### config.mk
export PLATFORM = sky130hd
export DESIGN_NAME = vga_timing_gen
export DESIGN_NICKNAME = d
export VERILOG_FILES = /design/src/rtl/vga_timing_gen.sv
export SDC_FILE = /design/constraint.sdc
export NUM_CORES = 1
export LEC_CHECK = 0
export CAP_MARGIN = 20
export CORE_ASPECT_RATIO = 0.8
export CORE_MARGIN = 1.5
export CORE_UTILIZATION = 45
export DETAILED_ROUTE_END_ITERATION = 7
export GPL_TIMING_DRIVEN = 0
export PLACE_DENSITY = 0.69
export SYNTH_ARGS = -nofsm -noshare
export SYNTH_HDL_FRONTEND = slang
export SYNTH_SLANG_ARGS = --single-unit
### constraint.sdc
create_clock -name clock -period 5.3 [get_ports clock]
set_input_delay 1.06 -clock clock [delete_from_list [all_inputs] [get_ports clock]]
set_output_delay 1.06 -clock clock [all_outputs]
set_load 0.01 [all_outputs]
### src/rtl/vga_timing_gen.sv
// vga_timing_gen: parametrised raster timing generator.
// A pixel-rate enable is derived from the system clock, and free-running
// horizontal/vertical counters advance on it. Every output is registered and
// decoded from the post-update count, so counts, bright and syncs agree on the
// same clock. An optional shift register delays only hSync/vSync/bright so they
// can line up with a downstream pixel pipeline.
module vga_timing_gen #(
    parameter int   H_ACTIVE   = 640,
    parameter int   H_FP       = 16,
    parameter int   H_SYNC     = 96,
    parameter int   H_BP       = 48,
    parameter int   V_ACTIVE   = 480,
    parameter int   V_FP       = 10,
    parameter int   V_SYNC     = 2,
    parameter int   V_BP       = 33,
    parameter logic H_POL      = 1'b0,
    parameter logic V_POL      = 1'b0,
    parameter int   PIX_DIV    = 2,
    parameter int   SYNC_DELAY = 0,
    parameter int   CNT_W      = 10
) (
    input  logic             clock,
    input  logic             clear,
    input  logic             enable,
    output logic             pixTick,
    output logic             hSync,
    output logic             vSync,
    output logic             bright,
    output logic [CNT_W-1:0] hCount,
    output logic [CNT_W-1:0] vCount,
    output logic             lineStart,
    output logic             frameStart
);

    localparam int H_TOTAL = H_ACTIVE + H_FP + H_SYNC + H_BP;
    localparam int V_TOTAL = V_ACTIVE + V_FP + V_SYNC + V_BP;
    localparam int DIV_W   = (PIX_DIV > 1) ? $clog2(PIX_DIV) : 1;
    localparam int NSTAGE  = SYNC_DELAY + 1;

    // Region boundaries are kept as inclusive last values so that a mode with
    // a zero-length back porch never needs a constant of H_TOTAL itself.
    localparam logic [DIV_W-1:0] DIV_LAST  = DIV_W'(PIX_DIV - 1);
    localparam logic [CNT_W-1:0] H_LAST    = CNT_W'(H_TOTAL - 1);
    localparam logic [CNT_W-1:0] V_LAST    = CNT_W'(V_TOTAL - 1);
    localparam logic [CNT_W-1:0] H_VIS_END = CNT_W'(H_ACTIVE - 1);
    localparam logic [CNT_W-1:0] V_VIS_END = CNT_W'(V_ACTIVE - 1);
    localparam logic [CNT_W-1:0] HS_FIRST  = CNT_W'(H_ACTIVE + H_FP);
    localparam logic [CNT_W-1:0] HS_LAST   = CNT_W'(H_ACTIVE + H_FP + H_SYNC - 1);
    localparam logic [CNT_W-1:0] VS_FIRST  = CNT_W'(V_ACTIVE + V_FP);
    localparam logic [CNT_W-1:0] VS_LAST   = CNT_W'(V_ACTIVE + V_FP + V_SYNC - 1);

    // Stage layout is {hSync, vSync, bright}; idle means syncs inactive, dark.
    localparam logic [2:0] IDLE_LVL = {~H_POL, ~V_POL, 1'b0};

    logic [DIV_W-1:0] r_div;
    logic [CNT_W-1:0] r_hCount;
    logic [CNT_W-1:0] r_vCount;
    logic             r_pixTick;
    logic             r_lineStart;
    logic             r_frameStart;
    logic [2:0]       r_stage [NSTAGE];

    logic             w_tick;
    logic             w_hWrap;
    logic [CNT_W-1:0] w_hNext;
    logic [CNT_W-1:0] w_vNext;
    logic             w_hSyncAct;
    logic             w_vSyncAct;
    logic             w_visible;
    logic [2:0]       w_decode;

    // Next-count arithmetic and region decode of the count about to be loaded.
    always_comb begin
        w_tick     = enable && (r_div == DIV_LAST);
        w_hWrap    = (r_hCount == H_LAST);
        w_hNext    = w_hWrap ? '0 : r_hCount + 1'b1;
        w_vNext    = r_vCount;
        if (w_hWrap) begin
            w_vNext = (r_vCount == V_LAST) ? '0 : r_vCount + 1'b1;
        end
        w_visible  = (w_hNext <= H_VIS_END) && (w_vNext <= V_VIS_END);
        w_hSyncAct = (w_hNext >= HS_FIRST) && (w_hNext <= HS_LAST);
        w_vSyncAct = (w_vNext >= VS_FIRST) && (w_vNext <= VS_LAST);
        w_decode   = {w_hSyncAct ? H_POL : ~H_POL,
                      w_vSyncAct ? V_POL : ~V_POL,
                      w_visible};
    end

    // Pixel divider: counts enabled clocks and restarts from zero whenever
    // enable drops, so the first tick after re-enable is PIX_DIV clocks away.
    always_ff @(posedge clock or negedge clear) begin
        if (!clear) begin
            r_div <= '0;
        end else if (!enable || (r_div == DIV_LAST)) begin
            r_div <= '0;
        end else begin
            r_div <= r_div + 1'b1;
        end
    end

    // Raster counters start at the last position so the first tick lands on (0,0).
    always_ff @(posedge clock or negedge clear) begin
        if (!clear) begin
            r_hCount <= H_LAST;
            r_vCount <= V_LAST;
        end else if (w_tick) begin
            r_hCount <= w_hNext;
            r_vCount <= w_vNext;
        end
    end

    // One-clock strobes aligned with the counts they describe.
    always_ff @(posedge clock or negedge clear) begin
        if (!clear) begin
            r_pixTick    <= 1'b0;
            r_lineStart  <= 1'b0;
            r_frameStart <= 1'b0;
        end else begin
            r_pixTick    <= w_tick;
            r_lineStart  <= w_tick && (w_hNext == '0);
            r_frameStart <= w_tick && (w_hNext == '0) && (w_vNext == '0);
        end
    end

    // Sync/bright stages: stage 0 tracks the counts, later stages lag by one tick each.
    always_ff @(posedge clock or negedge clear) begin
        if (!clear) begin
            for (int i = 0; i < NSTAGE; i++) begin
                r_stage[i] <= IDLE_LVL;
            end
        end else if (w_tick) begin
            r_stage[0] <= w_decode;
            for (int i = 1; i < NSTAGE; i++) begin
                r_stage[i] <= r_stage[i-1];
            end
        end
    end

    assign pixTick    = r_pixTick;
    assign lineStart  = r_lineStart;
    assign frameStart = r_frameStart;
    assign hCount     = r_hCount;
    assign vCount     = r_vCount;
    assign hSync      = r_stage[SYNC_DELAY][2];
    assign vSync      = r_stage[SYNC_DELAY][1];
    assign bright     = r_stage[SYNC_DELAY][0];

endmodule

## Word level (Yosys, flattened, before mapping)

Index checks and enable logic that the tools add are counted.
Widths: inputs -> output; s select.

- Output and inout bits: 26
- Input bits: 3
- Word-level logic and storage cells: 34
- Flip-flop bits (word level): 27

- Multiplexer cells: 6
- Add/subtract/negate cells: 3
- $lt $le $gt $ge: 6
- Reductions and logical operators: 10
- Equal/unequal tests: 2

Operator list:

| cell | count |
|---|---|
| $mux 10 | 3 |
| $add 10x1->10 const B | 2 |
| $eq 10x10->1 const B | 2 |
| $le 10x10->1 const B | 2 |
| $le 10x9->1 const B | 2 |
| $logic_not 10->1 | 2 |
| $ge 10x10->1 const B | 1 |
| $ge 10x9->1 const B | 1 |
| $logic_and 1x1->1 | 6 |
| $mux 1 | 3 |
| $add 1x1->1 const B | 1 |
| $logic_not 1->1 | 1 |
| $logic_or 1x1->1 | 1 |

## Depth between registers and ports, before layout

Gate-level depths: netlist (run 1).

- Depth after elaboration: 6
- Mapped depth: 9
- Gate-level depth less buffers: 8

## Least setup slack after synthesis (run 1)

Ideal clock, no wire load.

- Kind: flip-flop to flip-flop
- Start point: register r_hCount[0], in the netlist hCount[0]
- End point: register r_frameStart, in the netlist frameStart
- Slack: 3.001 ns
- Library setup time: 0.100 ns
- Period minus slack after synthesis: 2.299 ns
- Stages on the path, launching flop included: 9
- Arrival time: 2.198 ns
- Path buffers: 1
- Required time: 5.200 ns
- Cell sequence: dfstp_2 > ha_1 > nand4_1 > or3_1 > buf_6 > o31a_1 > a21oi_2 > nand4_1 > nor4bb_1

- Cells in the longest elaborated chain, start to end: 5
- Elaborated cells between the ends (all ways): 8
- Classes of those cells: 1 x add/sub; 1 x eq/ne; 2 x mux; 4 x reduce/logical

Ends and longest elaborated chain:

| what | line | source |
|---|---|---|
| start, declared | 56 | `logic [CNT_W-1:0] r_hCount;` |
| start signal, assigned | 107 | `r_hCount <= w_hNext;` |
| $add 10x1->10 or $eq 10x10->1 (tied branches) | 76, 75 |  |
| $mux 10 | 76 | `w_hNext = w_hWrap ? '0 : r_hCount + 1'b1;` |
| $logic_not 10->1 | 121 | `r_frameStart <= w_tick && (w_hNext == '0) && (w_vNext == '0);` |
| $logic_and 1x1->1 | 121 |  |
| $logic_and 1x1->1 (*) | 121 |  |
| end signal, assigned | 121 |  |
| end, declared | 60 | `logic r_frameStart;` |

Mark *: on every way between the ends. The rest lies on a longest branch, timed or not.
A chain may end at the register's enable or synchronous reset.

## Worst setup path after layout (run 1)

- Start point: register r_hCount[0], in the netlist hCount[0]
- End point: register r_stage[1] (netlist name)

- Cells in the longest elaborated chain, start to end: 5
- Elaborated cells between the ends (all ways): 6
- Classes of those cells: 2 x order compare; 1 x eq/ne; 2 x mux; 1 x reduce/logical

Ends and longest elaborated chain:

| what | line | source |
|---|---|---|
| $eq 10x10->1 (*) | 75 | `w_hWrap = (r_hCount == H_LAST);` |
| $mux 10 (*) | 78 | `if (w_hWrap) begin` |
| $ge 10x9->1 or $le 10x9->1 (tied branches) | 83 | `w_vSyncAct = (w_vNext >= VS_FIRST) && (w_vNext <= VS_LAST);` |
| $logic_and 1x1->1 (*) | 83 |  |
| $mux 1 (*) | 85 | `w_vSyncAct ? V_POL : ~V_POL,` |
| end signal, assigned by index | 134 | `r_stage[i] <= r_stage[i-1];` |
| end, declared | 61 | `logic [2:0] r_stage [NSTAGE];` |

Marks and branches as above.

==> results.json, run 1 <==
{
  "cp.arrival_ns": 3.24,
  "whs_path_depth": 1,
  "wl_per_cell_um": 14.49,
  "netlist_area_sq_um": 1828,
  "cts_setup_buffers": 0,
  "power_per_cell_area_nw_per_um2": 261.6,
  "min_path_type": "reg2reg",
  "timing.final.crit_share": 0.5789,
  "async_reset_ff_frac": 1.000,
  "insertion_delay_ns": 0.27,
  "fp.coreArea_sq_um": 3854,
  "syn_area_per_cell_sq_um": 8.197,
  "cpMostUsedCell": "buf_2",
  "r2r_slack_ns": 2.23,
  "grt_max_degree": 16,
  "chipHeight_um": 60.01,
  "crit_chain": "ha_1 -> nand4_1 -> buf_2 -> nor3_1 -> buf_2 -> a21oi_1 -> a2111oi_0 -> a31oi_1",
  "rsz0062_at_grt": "false",
  "synth_top_area_share": 0.2053,
  "drc": 0,
  "place_congestion": 0.9203,
  "ios": 29,
  "holdCritStartpoint": "r_div",
  "max_freq_mhz": 325.9,
  "setup_tns_ns": 0,
  "hold_buffers": 0,
  "syn-num-nets": 231,
  "vias_per_cell": 5.627,
  "worst_setup_path_start_kind": "flip-flop",
  "fin_util": 0.5841,
  "max_slew_margin": 0.4590,
  "p_total_uw": 588.7,
  "drv_slew": 0,
  "fin_skew_ns": 0.006616,
  "drive_above_1_share": 0.1094,
  "antenna_cells": 0,
  "status": "completed",
  "netlist_instances": 223,
  "crit_path_top_delay_cell": "a2111oi_0",
  "wirelength_mm": 4.505,
  "cts_resized": 0,
  "cp-end-kind": "flip-flop",
  "yosysSeqAreaShare": 0.3778,
  "firstDrtPassIters": 5,
  "fin_crit_ns": 3.068,
  "ys_types": 45,
  "crit_type": "reg2reg",
  "synth-seq-cells": 27,
  "reg2reg_depth": 8,
  "grt_use_total": 0.2225,
  "worstReg2RegEnd": "r_stage[1]",
  "cp.required_ns": 5.47,
  "antenna_found_initial": 0,
  "r2r_start": "hCount[0]",
  "cts_buffer_depth": 2,
  "io_buffers": 28,
  "grt_pass1_wl_mm": 7.562,
  "die_w_um": 74.26,
  "synth.area.top_cells": "dfrtp_1 21%, dfstp_2 17%, nand2_1 7.2%, o21ai_0 4.9%, xnor2_1 4.3%",
  "cts_made_buffers": 3,
  "rows": 20,
  "htree_levels": 1,
  "worstMarginPinSlew_ns": 0.7911,
  "p_leak_uw": 0.0008146,
  "gr-total-overflow": 0,
  "hold_end": "r_div",
  "crit_fanout": 10,
  "synth_edf_count": 0,
  "nets": 265,
  "peakVddDrop_v": 0.0002697,
  "cts-root-buf": "clkbuf_8",
  "clk_pin_slew_ns": 0.09,
  "final_common_cell": "nand2_1",
  "synthFlopType": "dfrtp_1",
  "cts_sinks": 27,
  "place_area_sq_um": 2205,
  "syn2layout_area_growth_pct": 23.13,
  "setup_violations": 0,
  "place_hpwl_mm": 3.452,
  "ant_nets": 0,
  "drt_iter0_markers": 148,
  "cts_tree": "yes",
  "synth_warnings": 0,
  "cap_violations": 0,
  "start_util": 0.4744,
  "slowest_delay_ns": 0.72,
  "via_count": 1750,
  "synth_top_area_cell": "dfrtp_1",
  "final_area_sq_um": 2251,
  "die_area_sq_um": 4456,
  "layout_common_cells": "35 x nand2_1, 28 x clkdlybuf4s50_1, 18 x o21ai_0, 17 x nor2_1, 15 x dfrtp_1",
  "hold_viol": 0,
  "grt_pass1_vias": 1492
}
-- synth_stat cells, types with 3 or more instances --
cell,count
a21o_1,3
a21oi_1,10
a31oi_1,4
a41oi_1,3
buf_2,3
clkbuf_1,10
dfrtp_1,15
dfstp_2,12
ha_1,5
inv_1,8
nand2_1,35
nand3_1,14
nand4_1,6
nor2_1,17
nor3_1,6
o21ai_0,18
o22ai_1,3
o31ai_1,6
xnor2_1,9
xor2_1,3
-- cell type report --
cell class                 instances  area [sq um]
clock inverter                     1         5.005
sequential                        27         690.7
inverter                           9         33.78
buffer                            15         75.07
clock buffer                       3         41.29
timing repair buffer              29         307.8
tap                               55         68.82
multi-input combinational        172          1028
fill                             399          1603
-- logic make-up after synthesis --
kind of cell | count (synthesis) | synth area share
xor+xnor | 12 | 0.05750
compound gates | 59 | 0.2081
mux | 2 | 0.01095
fa+ha+maj | 5 | 0.03422
buf+inv | 24 | 0.05955
flops | 27 | 0.3778
simple gates | 94 | 0.2519
-- registers in the layout, indices dropped and copies added, names as in the netlist --
| signal | count |
|---|---|
| frameStart | 1 |
| hCount | 10 |
| lineStart | 1 |
| pixTick | 1 |
| r_div | 1 |
| r_stage | 3 |
| vCount | 10 |
-- critical path, delay by kind of cell (launching register included) --
kind | cells | cell delay, ns
AOI/OAI and AO/OA | 3 | 1.01
adders and majority gates | 1 | 0.31
and+or+nand+nor | 2 | 0.51
buffers and inverters | 2 | 0.51
DFF | 1 | 0.62
-- routing by layer --
layer  global-route usage  share of wire  vias to the layer above
li1                     -              -                      869
met1               0.3608           0.53                      795
met2               0.3010           0.39                       84
met3              0.05734          0.077                        2
met4              0.02338         0.0040                        0
met5                    0              0                        -
-- metrics by stage --
step                      cells  hold slack [ns]  worst slack, ns
final                       311           0.4392            2.232
after global routing        311           0.4724            1.979
after CTS                   311           0.4526            2.319
after detailed placement    307           0.4388            2.317
after global placement      306           0.4124            2.305
after floorplan             223           0.4028            3.001
-- power by group --
| group | switching [uW] | leakage (uW) | internal, uW | total (uW) |
|---|---|---|---|---|
| Clock | 63.3 | 0.0000255 | 52.7 | 116 |
| Combinational | 113 | 0.000465 | 97.8 | 211 |
| Sequential | 21.9 | 0.000324 | 240 | 262 |
-- worst max path at each step --
stage / startpoint / end / cells after the start
floorplan: hCount[0] / frameStart / 8
global placement: enable / frameStart / 6
detailed placement: enable / frameStart / 6
CTS: hCount[0] / r_stage[1] / 8
global route: hCount[0] / r_stage[1] / 8
finish: hCount[0] / r_stage[1] / 8
(Power assumes the default switching activity.)
==> run 2: changes to the inputs <==
clock period = 3.2 ns   (was 5.3 ns; I/O delays follow)
==> run 2 against run 1 <==
Effect of this change: clock power rose by 66%; global-route usage stayed put; sequential power up 65%; worst setup slack got worse by 2.0 ns; largest power group unchanged; power increased by 66%; final cell count is the same.
==> results.json, run 2 (synthesis gave the netlist of run 1 again) <==
{
  "wirelength_mm": 4.512,
  "rsz0062_at_grt": "false",
  "worst_setup_path_start_kind": "flip-flop",
  "cts_tree": "yes",
  "drt_iter0_markers": 150,
  "cts_buffer_depth": 2,
  "ant_nets": 0,
  "p_seq_frac": 0.444,
  "fin_skew_ns": 0.005879,
  "rows": 20,
  "ios": 29,
  "clk_pin_slew_ns": 0.09,
  "drc": 0,
  "pre_cts_ws_ns": 0.2322,
  "syn2layout_area_growth_pct": 23.20,
  "p_leak_uw": 0.0008146,
  "hold_viol": 0,
  "wl_met2_mm": 1.796,
  "start_util": 0.4744,
  "insertion_delay_ns": 0.27,
  "whs_path_depth": 1,
  "switchingPower_uw": 328.7,
  "power_per_cell_area_nw_per_um2": 432.8,
  "cp.arrival_ns": 3.15,
  "fp.coreArea_sq_um": 3854,
  "cp-end-kind": "flip-flop",
  "grt_pass1_vias": 1492,
  "drive_above_1_share": 0.1094,
  "wl_per_cell_um": 14.51,
  "place_hpwl_mm": 3.452,
  "io_buffers": 28,
  "max_slew_margin": 0.5257,
  "fin_crit_ns": 2.979,
  "min_path_type": "reg2reg",
  "timing.final.crit_share": 0.9310,
  "cts_sinks": 27,
  "vias_per_cell": 5.608,
  "firstDrtPassIters": 5,
  "die_w_um": 74.26,
  "setup_slack_ns": 0.2208,
  "cts_setup_buffers": 0,
  "peakVddDrop_v": 0.0004473,
  "cts_made_buffers": 3,
  "cts-root-buf": "clkbuf_8",
  "die_area_sq_um": 4456,
  "p_total_uw": 974.7,
  "layout_common_cells": "35 x nand2_1, 28 x clkdlybuf4s50_1, 18 x o21ai_0, 17 x nor2_1, 15 x dfrtp_1",
  "antenna_found_initial": 0,
  "cp.required_ns": 3.37,
  "antenna_cells": 0,
  "chipHeight_um": 60.01,
  "nFillCells": 401,
  "setup_violations": 0,
  "grt_use_total": 0.2225,
  "maxUsedRoutingLayer": "met4",
  "gr-total-overflow": 0,
  "nets": 265,
  "switching_share": 0.3372,
  "drv_slew": 0,
  "max_freq_mhz": 335.7,
  "status": "completed",
  "via_count": 1744,
  "worstMarginPinSlew_ns": 0.7016,
  "routed-wl-met3_um": 368,
  "final_area_sq_um": 2252,
  "hold_buffers": 0,
  "holdWs_ns": 0.4392,
  "intPower_uw": 646.0,
  "drt-met1-wl_mm": 2.329,
  "grt_pass1_wl_mm": 7.562,
  "htree_levels": 1,
  "cts_resized": 0,
  "reg2reg_depth": 8,
  "place_congestion": 0.9203,
  "share_comb_of_total_power": 0.358,
  "final_common_cell": "nand2_1",
  "place_area_sq_um": 2205,
  "cap_violations": 0,
  "crit_fanout": 10,
  "crit_type": "reg2reg",
  "p_clk_frac": 0.197,
  "setup_tns_ns": 0,
  "grt_max_degree": 16
}
## run 2: cell counts in the layout (fill, tap and decap cells not counted)
No cell type changed its count.
## run 2: final timing paths
path	start	to	slack, ns
max	hCount[0]	r_stage[1]	0.22
min	r_div	r_div	0.44
max reg2reg	hCount[0]	r_stage[1]	0.22
min reg2reg	r_div	r_div	0.44
max in group asynchronous	clear	hCount[0]	1.84
min in group asynchronous	clear	vCount[6]	0.77
## run 2: critical path: stages, from the launching register on
cell	delay, ns
dfstp_2	0.62
ha_1	0.31
nand4_1	0.16
buf_2	0.21
nor3_1	0.36
buf_2	0.30
a21oi_1	0.09
a2111oi_1	0.63
a31oi_1	0.20
## run 2: metal layers
metal / vias up / track usage
met1: 792 / 0.3608
met3: 2 / 0.05734
met5: - / 0
met2: 86 / 0.3010
li1: 864 / -
met4: 0 / 0.02338
## run 2: power groups by stage
stage	clock network (uW)	logic (uW)	registers [uW]
2_1_floorplan	0	201	450
3_3_place_gp	0	339	437
3_5_place_dp	0	345	439
4_1_cts	203	347	433
5_1_grt	218	383	440
6_report	192	349	433
## run 2: cell type report
type	instances	area [sq um]	share of cell area
sequential	27	690.7	0.3067
inverter	9	33.78	0.01500
timing repair buffer	29	307.8	0.1367
clock buffer	3	41.29	0.01833
buffer	15	75.07	0.03333
clock inverter	1	5.005	0.002222
multi-input combinational	172	1030	0.4572
tap	55	68.82	0.03056
## run 2: metrics by stage
stage | instances | util
2_1_floorplan | 223 | -
3_3_place_gp | 306 | 0.5649
3_5_place_dp | 307 | 0.5721
4_1_cts | 311 | 0.5841
5_1_grt | 311 | 0.5844
6_report | 311 | 0.5844
